[src/rtl/ifu.sv]
// Instruction fetch unit for the multicycle MIPS datapath.
// Owns the PC and next-PC logic, addresses the synchronous instruction memory
// and captures its read data into the instruction register.
//
// Ports:
//   clk       system clock, all state updates on posedge
//   rst       asynchronous active-high reset
//   fetch     fetch request at current pc (sampled only when idle)
//   pc_wr     PC update request selected by npc_sel (sampled only when idle)
//   npc_sel   00 pc+4, 01 branch, 10 jump, 11 jr
//   br_taken  branch condition, qualifies npc_sel = 01
//   rs_data   jr target
//   im_addr   word address to instruction memory (pc[11:2])
//   im_dout   instruction memory read data
//   pc        next instruction address
//   pc_cur    address of the instruction held in ir
//   ir        instruction register
//   ir_valid  one-cycle pulse after ir is loaded
//   busy      fetch in progress
module ifu #(
    parameter logic [31:0] PC_RESET = 32'h0000_3000
) (
    input  logic        clk,
    input  logic        rst,
    input  logic        fetch,
    input  logic        pc_wr,
    input  logic [1:0]  npc_sel,
    input  logic        br_taken,
    input  logic [31:0] rs_data,
    output logic [9:0]  im_addr,
    input  logic [31:0] im_dout,
    output logic [31:0] pc,
    output logic [31:0] pc_cur,
    output logic [31:0] ir,
    output logic        ir_valid,
    output logic        busy
);

    typedef enum logic [1:0] {StIdle, StRead, StLoad} state_e;

    state_e      state_q, state_d;
    logic [31:0] pc_q, pc_d;
    logic [31:0] pc_cur_q, pc_cur_d;
    logic [31:0] ir_q, ir_d;
    logic        ir_valid_q, ir_valid_d;

    logic [31:0] br_off;
    assign br_off = {{14{ir_q[15]}}, ir_q[15:0], 2'b00};

    always_ff @(posedge clk or posedge rst) begin
        if (rst) begin
            state_q    <= StIdle;
            pc_q       <= PC_RESET;
            pc_cur_q   <= PC_RESET;
            ir_q       <= 32'h0;
            ir_valid_q <= 1'b0;
        end else begin
            state_q    <= state_d;
            pc_q       <= pc_d;
            pc_cur_q   <= pc_cur_d;
            ir_q       <= ir_d;
            ir_valid_q <= ir_valid_d;
        end
    end

    always_comb begin
        state_d    = state_q;
        pc_d       = pc_q;
        pc_cur_d   = pc_cur_q;
        ir_d       = ir_q;
        ir_valid_d = 1'b0;
        unique case (state_q)
            StIdle: begin
                if (pc_wr) begin
                    unique case (npc_sel)
                        2'b00: pc_d = pc_q + 32'd4;
                        2'b01: if (br_taken) pc_d = pc_q + br_off;
                        2'b10: pc_d = {pc_q[31:28], ir_q[25:0], 2'b00};
                        2'b11: pc_d = {rs_data[31:2], 2'b00};
                        default: pc_d = pc_q;
                    endcase
                end
                // A simultaneous pc_wr lands at the same edge, so the read
                // in StRead uses the updated pc.
                if (fetch) state_d = StRead;
            end
            // Memory samples im_addr at the edge leaving StRead; pc is held.
            StRead: state_d = StLoad;
            StLoad: begin
                state_d    = StIdle;
                ir_d       = im_dout;
                pc_cur_d   = pc_q;
                pc_d       = pc_q + 32'd4;
                ir_valid_d = 1'b1;
            end
            default: state_d = StIdle;
        endcase
    end

    assign im_addr  = pc_q[11:2];
    assign pc       = pc_q;
    assign pc_cur   = pc_cur_q;
    assign ir       = ir_q;
    assign ir_valid = ir_valid_q;
    assign busy     = (state_q != StIdle);

endmodule

[config.mk]
export PLATFORM = sky130hd
export DESIGN_NAME = ifu
export DESIGN_NICKNAME = d
export VERILOG_FILES = /design/src/rtl/ifu.sv
export SDC_FILE = /design/constraint.sdc
export NUM_CORES = 1
export LEC_CHECK = 0
export CAP_MARGIN = 20
export CELL_PAD_IN_SITES_DETAIL_PLACEMENT = 0
export CELL_PAD_IN_SITES_GLOBAL_PLACEMENT = 1
export CORE_AREA = 8 8 141 208
export DETAILED_ROUTE_END_ITERATION = 10
export DIE_AREA = 0 0 149 216
export MAX_ROUTING_LAYER = met4
export PLACE_DENSITY = 0.64
export SYNTH_ARGS = -nofsm -noshare
export SYNTH_HDL_FRONTEND = slang
export SYNTH_SLANG_ARGS = --single-unit
[constraint.sdc]
create_clock -name clk -period 4.9 [get_ports clk]
set_clock_uncertainty 0.15 [all_clocks]
set_input_delay 0.735 -clock clk [delete_from_list [all_inputs] [get_ports clk]]
set_output_delay 0.735 -clock clk [all_outputs]
set_load 0.02 [all_outputs]
; Word-level counts from Yosys, hierarchy flattened
; Index checks and enable logic that the tools add are counted.
[classes]
n_reduce_logical = 6
n_eq_ne = 9
n_addsub = 2
mux = 7
[op_table]
columns = cell, n
row1 = 32-bit case mux with 4 select lines, 1
row2 = 32-bit two-way mux, 2
row3 = 32-bit case mux with 2 select lines, 1
row4 = "32-bit by 3-bit adder with 32-bit output, second input constant", 1
row5 = 32-bit adder, 1
row6 = "2-bit == test, second input constant", 3
row7 = "2-bit != test, second input constant", 3
row8 = "2-bit by 1-bit == test with 1-bit output, second input constant", 2
row9 = 2-bit logical NOT, 2
row10 = 2-bit case mux with 2 select lines, 1
row11 = 4-bit AND reduction, 1
row12 = 2-bit nonzero test, 2
row13 = "3-bit != test, second input constant", 1
row14 = 3-bit AND reduction, 1
row15 = 2-bit two-way mux, 1
row16 = 1-bit two-way mux, 1
[word_totals]
wordCells = 30
output_inout_bits = 108
register_bits = 99

; Depth between registers and ports, before layout
; Gate-level depths: netlist of run 1.
[depth]
word_depth = 5
mapped_depth = 11
ltp_nobuf = 11

; Worst setup path after synthesis of run 1
; No wires, ideal clock.
[synth_path]
path_kind = reg-to-reg
start = register pc_q[2] (netlist: pc[2])
end = register pc_q[24] (netlist: pc[24])
required_time_ps = 4685
path_buffers = 0
path_stages_with_launch = 12
path_slack_ps = 1921
arrival_time_ps = 2764
path_cell_list = dfrtp_1 > ha_1 > inv_1 > fa_1 > nand2b_1 > a2111oi_4 > nor2_2 > o31ai_2 > a41oi_1 > xor2_1 > o21ai_1 > o211a_1
[synth_between]
elab_chain_len = 5
elab_cells_between_ends = 6
classes_between = add/sub (2) / mux (4)
[synth_rtl]
columns = element, line_no
row1 = start: declaration, 42  ; logic [31:0] pc_q, pc_d;
row2 = start signal: assignment, 59  ; pc_q <= pc_d;
row3 = 32-bit adder, 77  ; 2'b01: if (br_taken) pc_d = pc_q + br_off;
row4 = 32-bit two-way mux, 77
row5 = 32-bit case mux with 4 select lines, 75  ; unique case (npc_sel)
row6 = 32-bit two-way mux, 74  ; if (pc_wr) begin
row7 = 32-bit case mux with 2 select lines *, 72  ; unique case (state_q)
; Every way passes the cells marked *; elsewhere a longest branch is shown, timed or not. The select of a mux whose other input is x is not followed.
; A chain may end at the register's enable or synchronous reset.

; Final worst setup path of run 1
; Ends and elaborated chain as after synthesis.

==> run summary, run 1 <==
Max-slew headroom - 37.4%
Number of gates resized after CTS - 0
Vias per Instance - 4.91
Final Instance Area - 8730 um^2
Peak fanout along the critical path - 8
Final Hold Fails - 0
Share of the synthesized area in the top cell type - 35.3%
Worst hold slack - 0.320 ns
Worst slew pin tran - 0.939 ns
DRC violations left - 0
Cells along the critical path - ha_1 > inv_1 > fa_1 > nand2b_1 > a2111oi_4 > nor2_2 > o31ai_2 > a41oi_1 > xor2_1 > o21ai_1 > o211a_1
CP Capture Type - flip-flop
Largest net degree at the start of global routing - 84
Seq/Total Area, Yosys - 36.9%
Max IR drop VDD - 0.261 mV
Outcome - completed
Pwr per Cell Area - 725 nW/um^2
First-pass GRT wire length - 39.6 mm
Worst hold path type - flip-flop to flip-flop
Starting Density - 24.5%
Die Span Y - 216 um
Core area - 26300 um^2
Fmax - 274 MHz
Worst R2R Setup Slack - 1.25 ns
Post-synth top area cell - dfrtp_1
Clock tree from TritonCTS - yes
Die width - 149 um
Count leader, synth - nand2_1
Setup WS post-layout - 1.25 ns
Crit path to - pc[24]$_DFFE_PP0P_
Commonest cells post-synth - nand2_1, dfrtp_1, a21oi_1, o21ai_0, nor2_1
Root Buffer - clkbuf_16
RSZ-0062 raised after global routing - false
Crit share post-route - 74.5%
Diode count - 0
Total Wirelength - 26.0 mm
Critical path's largest stage delay - 0.64 ns
Cells after synthesis - 821
Number of synthesized flops with an enable pin - 0
Slowest CP cell - o31ai_2
Max-slew violation count - 0
Fin util - 33.2%
Crit path from - pc[2]$_DFFE_PP0P_
Required time at the worst-slack endpoint - 5.01 ns
Syn avg cell area - 7.85 um^2
Crit start category - flip-flop
1st-iter DRT viols - 332
DR vias - 6405
Final setup violation count - 0
Initial antenna violation count - 0
DP Worst Slack - 1.23 ns
Yosys cell types - 71
Number of synthesized register bits - 95
Hpwl dp - 19.4 mm
Reg2reg start - pc[2]$_DFFE_PP0P_
Post-synth top flop - dfrtp_1
Leakage power - 0.00377 uW
I/O pins - 179
IO buf count - 172
Arrival time of the worst setup path - 3.77 ns
Synth area leaders - dfrtp_1, nand2_1, ha_1
Clock net sink count - 95
Synth Warn # - 0
Number of filler cells placed in the layout - 2872
Register area - 2380 um^2
GP Congestion - 0.837
Grt ovf - 0
Critical path type - flip-flop to flip-flop
Vias in the first global route - 6668
H-tree depth - 3
Hold Crit Depth - 2
TNS Setup - 0 ns
Worst skew pair latency - 0.37 ns
Syn Std Cell Area - 6450 um^2
Post-CTS Hold Buffers - 0
CTS Buffer Depth - 2
ANT nets after route - 0
Share of cells above drive strength 1 - 5.79%
Fin nets - 1065
Row cnt - 73
RR Endpoint - pc[24]$_DFFE_PP0P_
Setup Buffers After CTS - 0
Drt pass-1 iters - 5
FFs w/ async S/R, synth - 100%
Multi-input logic area - 3710 um^2
Area Growth Syn to Fin - 35.4%
Total GRT Usage - 16.5%
R2R depth - 11
Clk slew on worst S/H paths - 0.08 ns
Placed Area - 8420 um^2
Post-DR wirelength/cell - 19.9 um
Final min period - 3.65 ns
CTS buffer count - 9
Die ar. - 32200 um^2
MaxCap Viol Count - 0
-- metrics by stage --
| step | power, uW | std cells |
|---|---|---|
| after global routing | 6820 | 1305 |
| after global placement | 5610 | 1289 |
| final | 6330 | 1305 |
| after CTS | 6410 | 1305 |
| after floorplan | 4050 | 824 |
| after detailed placement | 5610 | 1289 |
-- sequential cells by signal, summed over array words and instances, names as in the netlist --
name and cells:
state_q 2, ir_valid 1, pc_cur 30, ir 32, pc 30
-- area by class of cell --
class | count | area share [%]
well taps | 337 | 4.83
clock inverters | 5 | 0.746
multi-input cells | 650 | 42.5
flip-flops and latches | 95 | 27.3
inverters | 21 | 0.932
repair buffers | 186 | 20.9
clock buffers | 11 | 2.78
-- how the worst min path moves through the flow --
| stage | start | to | slack (ns) |
|---|---|---|---|
| floorplan | state_q[1]$_DFFE_PP0P_ | state_q[1]$_DFFE_PP0P_ | 0.30 |
| global placement | pc_cur[12]$_DFFE_PP1P_ | pc_cur[12]$_DFFE_PP1P_ | 0.30 |
| detailed placement | pc_cur[12]$_DFFE_PP1P_ | pc_cur[12]$_DFFE_PP1P_ | 0.31 |
| CTS | pc_cur[12]$_DFFE_PP1P_ | pc_cur[12]$_DFFE_PP1P_ | 0.32 |
| global route | pc_cur[12]$_DFFE_PP1P_ | pc_cur[12]$_DFFE_PP1P_ | 0.34 |
| finish | pc_cur[12]$_DFFE_PP1P_ | pc_cur[12]$_DFFE_PP1P_ | 0.32 |
-- placed cells by master (no fill, tap or decap), types with 6 or more instances in the layout --
master           count
nand2_1            226
clkdlybuf4s50_1    171
dfrtp_1             91
a21oi_1             73
o21ai_0             53
nor2_1              48
ha_1                30
inv_1               19
nand3_1             19
a31oi_1             16
buf_4               14
xnor2_1             12
o211ai_1            12
a211oi_1            11
xor2_1              11
a21o_1              10
and3_1              10
nand4_1              9
clkbuf_16            9
nand2b_1             8
o22ai_1              8
o21ai_1              6
-- per-layer routing --
metal | GRT usage (%) | share of wire (%) | vias to the layer above
li1 | - | - | 3163
met1 | 18.0 | 41 | 3044
met2 | 29.4 | 52 | 168
met3 | 2.74 | 4.4 | 30
met4 | 5.67 | 2.2 | 0
met5 | - | 0 | -
-- cell families (layout without fill, tap and decap cells) --
kind of cell	after synthesis	in the layout	synth area share, %
flops	95	95	36.9
simple gates	348	348	23.3
buf+inv	79	223	5.76
other cells	1	4	0.0582
xor+xnor	23	23	3.12
compound gates	239	239	23.9
mux	5	5	0.776
fa+ha+maj	31	31	6.13
-- critical path, delay by kind of cell, from the launching register on --
family | cells | cell delay (ns)
DFF | 1 | 0.55
buffers and inverters | 1 | 0.09
adders and majority gates | 2 | 0.72
AOI/OAI and AO/OA | 5 | 1.46
xor gates and xnor gates | 1 | 0.21
and+or+nand+nor | 2 | 0.37
-- power by group --
| part | leakage [uW] | total [uW] | switching (uW) | internal, uW |
|---|---|---|---|---|
| clock network | 0.000150 | 765 | 350 | 416 |
| registers | 0.00113 | 1640 | 504 | 1130 |
| logic | 0.00249 | 3930 | 2230 | 1700 |
| total | 0.00377 | 6330 | 3080 | 3250 |
(Power assumes the default switching activity.)
==> run 2, diff against run 1 <==
==> constraint.sdc (replaced) <==
create_clock -name clk -period 3.4 [get_ports clk]
set_clock_uncertainty 0.15 [all_clocks]
set_input_delay 0.51 -clock clk [delete_from_list [all_inputs] [get_ports clk]]
set_output_delay 0.51 -clock clk [all_outputs]
set_load 0.02 [all_outputs]
==> run 2 against run 1 <==
Non-clock buffer count is 40 higher. Clock power is 35% higher. Combinational power is 59% higher. Design area is 3.3% higher. Largest cell class unchanged. First-iteration DRC count is 23% higher. Sequential share of layout area is 0.86 points lower. Critical endpoint unchanged.
==> run summary, run 2 (synthesis gave the netlist of run 1 again) <==
Outcome - completed
ANT nets after route - 0 (unchanged)
IO buf count - 172 (unchanged)
Pwr per Cell Area - 1040 nW/um^2 (+44%)
Crit path from - ir[0]$_DFFE_PP0P_
Placed Instances - 1329 (+3.1%)
Commonest cells after routing, fill and taps aside - nand2_1, clkdlybuf4s50_1, dfrtp_1, a21oi_1
Leakage power - 0.00395 uW (+5.0%)
Reg2reg start - ir[0]$_DFFE_PP0P_
Starting Density - 24.5% (unchanged)
I/O pins - 179 (unchanged)
Post-CTS Hold Buffers - 0 (unchanged)
Required time at the worst-slack endpoint - 3.57 ns (-1.44 ns)
Worst hold path type - flip-flop to flip-flop
H-tree depth - 3 (unchanged)
Total GRT Usage - 17.0% (+0.54 points)
Non-Filler Instances - 1345 (+3.1%)
Vias per Instance - 5.00 (+1.8%)
Max reg flops - 32 (unchanged)
Max IR drop VDD - 0.374 mV (+43%)
Clock net sink count - 95 (unchanged)
Fin nets - 1105 (+3.8%)
Sequential share of power - 22.3% (-3.6 points)
Fmax - 309 MHz (+13%)
Worst slew pin tran - 0.681 ns (-0.258 ns)
Die width - 149 um (unchanged)
Diode count - 0 (unchanged)
First-pass GRT wire length - 40.7 mm (+2.8%)
Arrival time of the worst setup path - 3.40 ns (-0.37 ns)
Clk slew on worst S/H paths - 0.08 ns (about the same)
Final setup violation count - 0 (unchanged)
Vias in the first global route - 6805 (+2.1%)
DR vias - 6722 (+4.9%)
TNS Setup - 0 ns (unchanged)
Final Hold Fails - 0 (unchanged)
Internal power - 4850 uW (+49%)
Area Growth Syn to Fin - 39.8%
Die Span Y - 216 um (unchanged)
Die ar. - 32200 um^2 (unchanged)
Combinational share of power - 66.6% (+4.6 points)
Grt ovf - 0 (unchanged)
Final min period - 3.24 ns (-0.417 ns)
1st-iter DRT viols - 410 (+23%)
Switching part of the total - 48.3% (-0.35 points)
Crit start category - flip-flop
Crit share post-route - 95.2% (+21 points)
Min-delay src - pc_cur[13]$_DFFE_PP1P_
Initial antenna violation count - 0 (unchanged)
Post-DR wirelength/cell - 19.9 um (about the same)
Largest net degree at the start of global routing - 56 (-33%)
RSZ-0062 raised after global routing - false
Clock tree from TritonCTS - yes
Hpwl dp - 20.3 mm (+4.6%)
Max-slew violation count - 0 (unchanged)
Switching pwr - 4540 uW (+47%)
Total Wirelength - 26.8 mm (+3.0%)
Root Buffer - clkbuf_16
Peak fanout along the critical path - 4 (-4)
Leading cell type in the layout, fill and taps excluded - nand2_1
Number of filler cells placed in the layout - 2830 (-1.5%)
MaxCap Viol Count - 0 (unchanged)
Core area - 26300 um^2 (unchanged)
CTS buffer count - 9 (unchanged)
DRC violations left - 0 (unchanged)
Row cnt - 73 (unchanged)
CP Capture Type - flip-flop
Clock Power Share - 11.0% (-1.1 points)
CTS Buffer Depth - 2 (unchanged)
Number of gates resized after CTS - 0 (unchanged)
Max-slew headroom - 54.1% (+17 points)
Worst skew pair latency - 0.37 ns (about the same)
Share of cells above drive strength 1 - 9.62% (+3.8 points)
Drt pass-1 iters - 6 (+1)
Setup Buffers After CTS - 0 (unchanged)
GP Congestion - 0.885 (+5.8%)
Critical path type - flip-flop to flip-flop
## run 2: worst max-delay path: stages (launching register included)
cell	delay [ns]
dfrtp_1	0.39
ha_1	0.23
inv_1	0.07
fa_1	0.42
nand2b_1	0.25
a2111oi_4	0.38
nor2_2	0.14
o31ai_2	0.35
buf_4	0.21
a41oi_1	0.14
xor2_1	0.16
o21ai_1	0.13
o211a_1	0.15
## run 2: layout make-up
cell class	count	area, um^2	share of cell area (%)
clock buffer	9	225	2.50
clock inverter	7	53.8	0.597
tap	337	422	4.68
multi-input combinational	650	3710	41.2
sequential	95	2380	26.4
inverter	21	81.3	0.903
timing repair buffer	226	2130	23.7
## run 2: power by group through the flow
stage	sequential, uW	clock, uW	combinational (uW)
floorplan	2720	0	3110
global placement	2130	0	6250
detailed placement	2130	0	6260
CTS	2120	1070	6290
global route	2180	1110	6800
finish	2100	1030	6260
## run 2: path summary, 6_finish.rpt
kind                                     endpoint  slack, ns  cells after the start
min reg2reg                pc_cur[13]$_DFFE_PP1P_       0.31                      2
max                            pc[24]$_DFFE_PP0P_       0.16                     12
min in group asynchronous      pc[31]$_DFFE_PP0P_       0.42                      2
max reg2reg                    pc[24]$_DFFE_PP0P_       0.16                     12
min                        pc_cur[13]$_DFFE_PP1P_       0.31                      2
max in group asynchronous      ir[26]$_DFFE_PP0P_       1.95                      3
## run 2: routing by layer
| metal | part of all wire [%] | GRT usage, % | vias up |
|---|---|---|---|
| met5 | 0 | - | - |
| li1 | - | - | 3234 |
| met4 | 3.3 | 7.36 | 0 |
| met3 | 4.7 | 2.85 | 47 |
| met1 | 40 | 18.7 | 3230 |
| met2 | 52 | 29.5 | 211 |
## run 2: metrics by stage
stage                     hold WS [ns]  power, uW  utilization (%)  instance area [um^2]  setup WS [ns]
after floorplan                  0.298       5830                -                  6460          0.270
after global placement           0.297       8380             33.2                  8730          0.201
after detailed placement         0.307       8390             33.2                  8730          0.158
after CTS                        0.318       9490             34.3                  9010          0.168
after global routing             0.343      10100             34.3                  9010         0.0155
final                            0.313       9390             34.3                  9010          0.165
==> run 3, diff against run 2 <==
--- a/config.mk
+++ b/config.mk
@@ -8,9 +8,9 @@
 export CAP_MARGIN = 20
 export CELL_PAD_IN_SITES_DETAIL_PLACEMENT = 0
 export CELL_PAD_IN_SITES_GLOBAL_PLACEMENT = 1
-export CORE_AREA = 8 8 141 208
+export CORE_AREA = 3 3 136 203
 export DETAILED_ROUTE_END_ITERATION = 10
-export DIE_AREA = 0 0 149 216
+export DIE_AREA = 0 0 139 206
 export MAX_ROUTING_LAYER = met4
 export PLACE_DENSITY = 0.64
 export SYNTH_ARGS = -nofsm -noshare
==> run 3 against run 2 <==
Non-clock buffer count decreased by 3. Register-to-register slack gained 0.11 ns. Fmax up 3.6%. Hold slack worse by 0.0070 ns. Cell count down 0.52%. Die area down 11%. Via count is 1.2% lower. Global-route usage rose by 1.6 points. Routed wire length decreased by 2.1%. Design area grew 0.72%. Sequential power hardly changed. Largest power group unchanged.
==> run summary, run 3 (synthesis gave the netlist of run 1 again) <==
Leakage power - 0.00398 uW (+0.63%)
TNS Setup - 0 ns (unchanged)
Setup Buffers After CTS - 0 (unchanged)
Commonest cells after routing, fill and taps aside - nand2_1, clkdlybuf4s50_1, dfrtp_1, a21oi_1, o21ai_0
Total GRT Usage - 18.6% (+1.6 points)
Crit path from - ir[0]$_DFFE_PP0P_
Crit path to - pc[24]$_DFFE_PP0P_
CP top delay family - compound AO/OA/AOI/OAI gates
Final setup violation count - 0 (unchanged)
Share of cells above drive strength 1 - 9.25% (-0.37 points)
Slowest CP cell - fa_1
RR Endpoint - pc[24]$_DFFE_PP0P_
Total Wirelength - 26.2 mm (-2.1%)
Starting Density - 24.9% (+0.34 points)
Post-CTS Hold Buffers - 0 (unchanged)
Cells along the critical path - ha_1 > inv_1 > fa_1 > nand2b_1 > a2111oi_4 > nor2_2 > o31ai_2 > buf_4 > a41oi_1 > xor2_1 > o21ai_1 > o211a_1
Placed Instances - 1322 (-0.53%)
Outcome - completed
RSZ-0062 raised after global routing - false
Grt ovf - 0 (unchanged)
Sequential share of power - 21.8% (-0.5 points)
Pwr per Cell Area - 1070 nW/um^2 (+2.2%)
Leading cell type in the layout, fill and taps excluded - nand2_1
Worst skew pair latency - 0.37 ns (about the same)
Diode count - 0 (unchanged)
Critical path depth - 12 (unchanged)
CP Capture Type - flip-flop
Multi-input logic area - 3710 um^2 (unchanged)
Number of gates resized after CTS - 0 (unchanged)
Core area - 25900 um^2 (-1.4%)
Crit path buffers/inverters - 2 (unchanged)
Setup WS post-layout - 0.277 ns (+0.113 ns)
GP Congestion - 0.893 (+0.98%)
Internal power - 5160 uW (+6.3%)
Max-slew headroom - 53.6% (-0.56 points)
Register area - 2380 um^2 (unchanged)
Crit share post-route - 91.8% (-3.3 points)
Combinational share of power - 64.6% (-2.0 points)
Worst slew pin tran - 0.695 ns (+0.0142 ns)
Number of filler cells placed in the layout - 2796 (-1.2%)
Area Growth Syn to Fin - 40.8%
H-tree depth - 3 (unchanged)
Final Hold Fails - 0 (unchanged)
MaxCap Viol Count - 0 (unchanged)
Root Buffer - clkbuf_16
Required time at the worst-slack endpoint - 3.56 ns (about the same)
Clock Power Share - 13.5% (+2.5 points)
Max-slew violation count - 0 (unchanged)
Hpwl dp - 19.4 mm (-4.7%)
Clock tree from TritonCTS - yes
Die Span Y - 206 um (-4.6%)
Fin nets - 1102 (-0.27%)
Peak fanout along the critical path - 4 (unchanged)
Die ar. - 28600 um^2 (-11%)
R2R depth - 12 (unchanged)
DRC violations left - 0 (unchanged)
Crit start category - flip-flop
Worst hold path type - flip-flop to flip-flop
Vias per Instance - 4.96 (-0.70%)
Drt pass-1 iters - 5 (-1)
Initial antenna violation count - 0 (unchanged)
CTS buffer count - 9 (unchanged)
Switching pwr - 4510 uW (-0.62%)
Worst R2R Setup Slack - 0.28 ns (+0.11 ns)
Post-DR wirelength/cell - 19.6 um (-1.5%)
ANT nets after route - 0 (unchanged)
Final Instance Area - 9080 um^2 (+0.72%)
First-pass GRT wire length - 40.0 mm (-1.6%)
Placed Area - 8700 um^2 (-0.32%)
IO buf count - 172 (unchanged)
Reg2reg start - ir[0]$_DFFE_PP0P_
Arrival time of the worst setup path - 3.29 ns (-0.11 ns)
Final min period - 3.12 ns (-0.113 ns)
Vias in the first global route - 6762 (-0.63%)
Non-Filler Instances - 1338 (-0.52%)
Clk slew on worst S/H paths - 0.07 ns (about the same)
Switching part of the total - 46.6% (-1.7 points)
DP Worst Slack - 0.278 ns (+0.119 ns)
Clock net sink count - 95 (unchanged)
1st-iter DRT viols - 393 (-4.1%)
Max IR drop VDD - 0.451 mV (+21%)
Largest net degree at the start of global routing - 56 (unchanged)
CTS Buffer Depth - 2 (unchanged)
Max reg flops - 32 (unchanged)
Die width - 139 um (-6.7%)
Fmax - 320 MHz (+3.6%)
Critical path's largest stage delay - 0.42 ns (about the same)
Row cnt - 72 (-1.4%)
DR vias - 6640 (-1.2%)
I/O pins - 179 (unchanged)
Critical path type - flip-flop to flip-flop
-- run 3: changes by cell type in the layout (fill, tap and decap cells not counted) --
cell,before,now
bufinv_16,0,4
inv_6,4,0
buf_4,53,50
clkinv_2,2,0
clkbuf_1,0,1
clkbuf_8,0,1
-- run 3: final cells by class --
class,instances,area share (%)
repair buffers,223,23.3
inverters,21,0.896
clock buffers,11,2.67
flip-flops and latches,95,26.2
multi-input cells,650,40.9
clock inverters,5,1.42
well taps,333,4.59
-- run 3: tightest hold or removal path, cell delays in order (launching register included) --
cell	delay, ns
dfstp_2	0.37
nand2_1	0.04
nand2_1	0.04
-- run 3: worst min path at each step --
stage                                  end  depth (start not counted)  slack [ns]              startpoint
CTS                 pc_cur[13]$_DFFE_PP1P_                          2        0.31  pc_cur[13]$_DFFE_PP1P_
global route        pc_cur[13]$_DFFE_PP1P_                          2        0.33  pc_cur[13]$_DFFE_PP1P_
global placement    pc_cur[13]$_DFFE_PP1P_                          2        0.30  pc_cur[13]$_DFFE_PP1P_
finish              pc_cur[13]$_DFFE_PP1P_                          2        0.31  pc_cur[13]$_DFFE_PP1P_
detailed placement  pc_cur[13]$_DFFE_PP1P_                          2        0.30  pc_cur[13]$_DFFE_PP1P_
floorplan           state_q[1]$_DFFE_PP0P_                          1        0.30  state_q[1]$_DFFE_PP0P_
-- run 3: metal layers --
layer	wire length, um	vias up	share of wire, %	track usage (%)
li1	-	3224	-	-
met1	10800	3191	41	21.3
met2	14000	188	53	33.7
met3	906	37	3.5	2.31
met4	578	0	2.2	6.01
met5	0	-	0	-
-- run 3: through the flow --
step / util (%) / hold slack (ns) / total power (uW)
6_report: 35.0 / 0.306 / 9670
5_1_grt: 35.0 / 0.334 / 10400
2_1_floorplan: - / 0.298 / 5830
4_1_cts: 35.0 / 0.311 / 9750
3_5_place_dp: 33.6 / 0.299 / 8380
3_3_place_gp: 33.6 / 0.298 / 8380
-- run 3: power by group through the flow --
stage / clock [uW] / combinational, uW / sequential [uW]
global route: 1370 / 6810 / 2180
global placement: 0 / 6240 / 2140
detailed placement: 0 / 6240 / 2140
floorplan: 0 / 3110 / 2720
CTS: 1350 / 6280 / 2120
finish: 1310 / 6250 / 2110
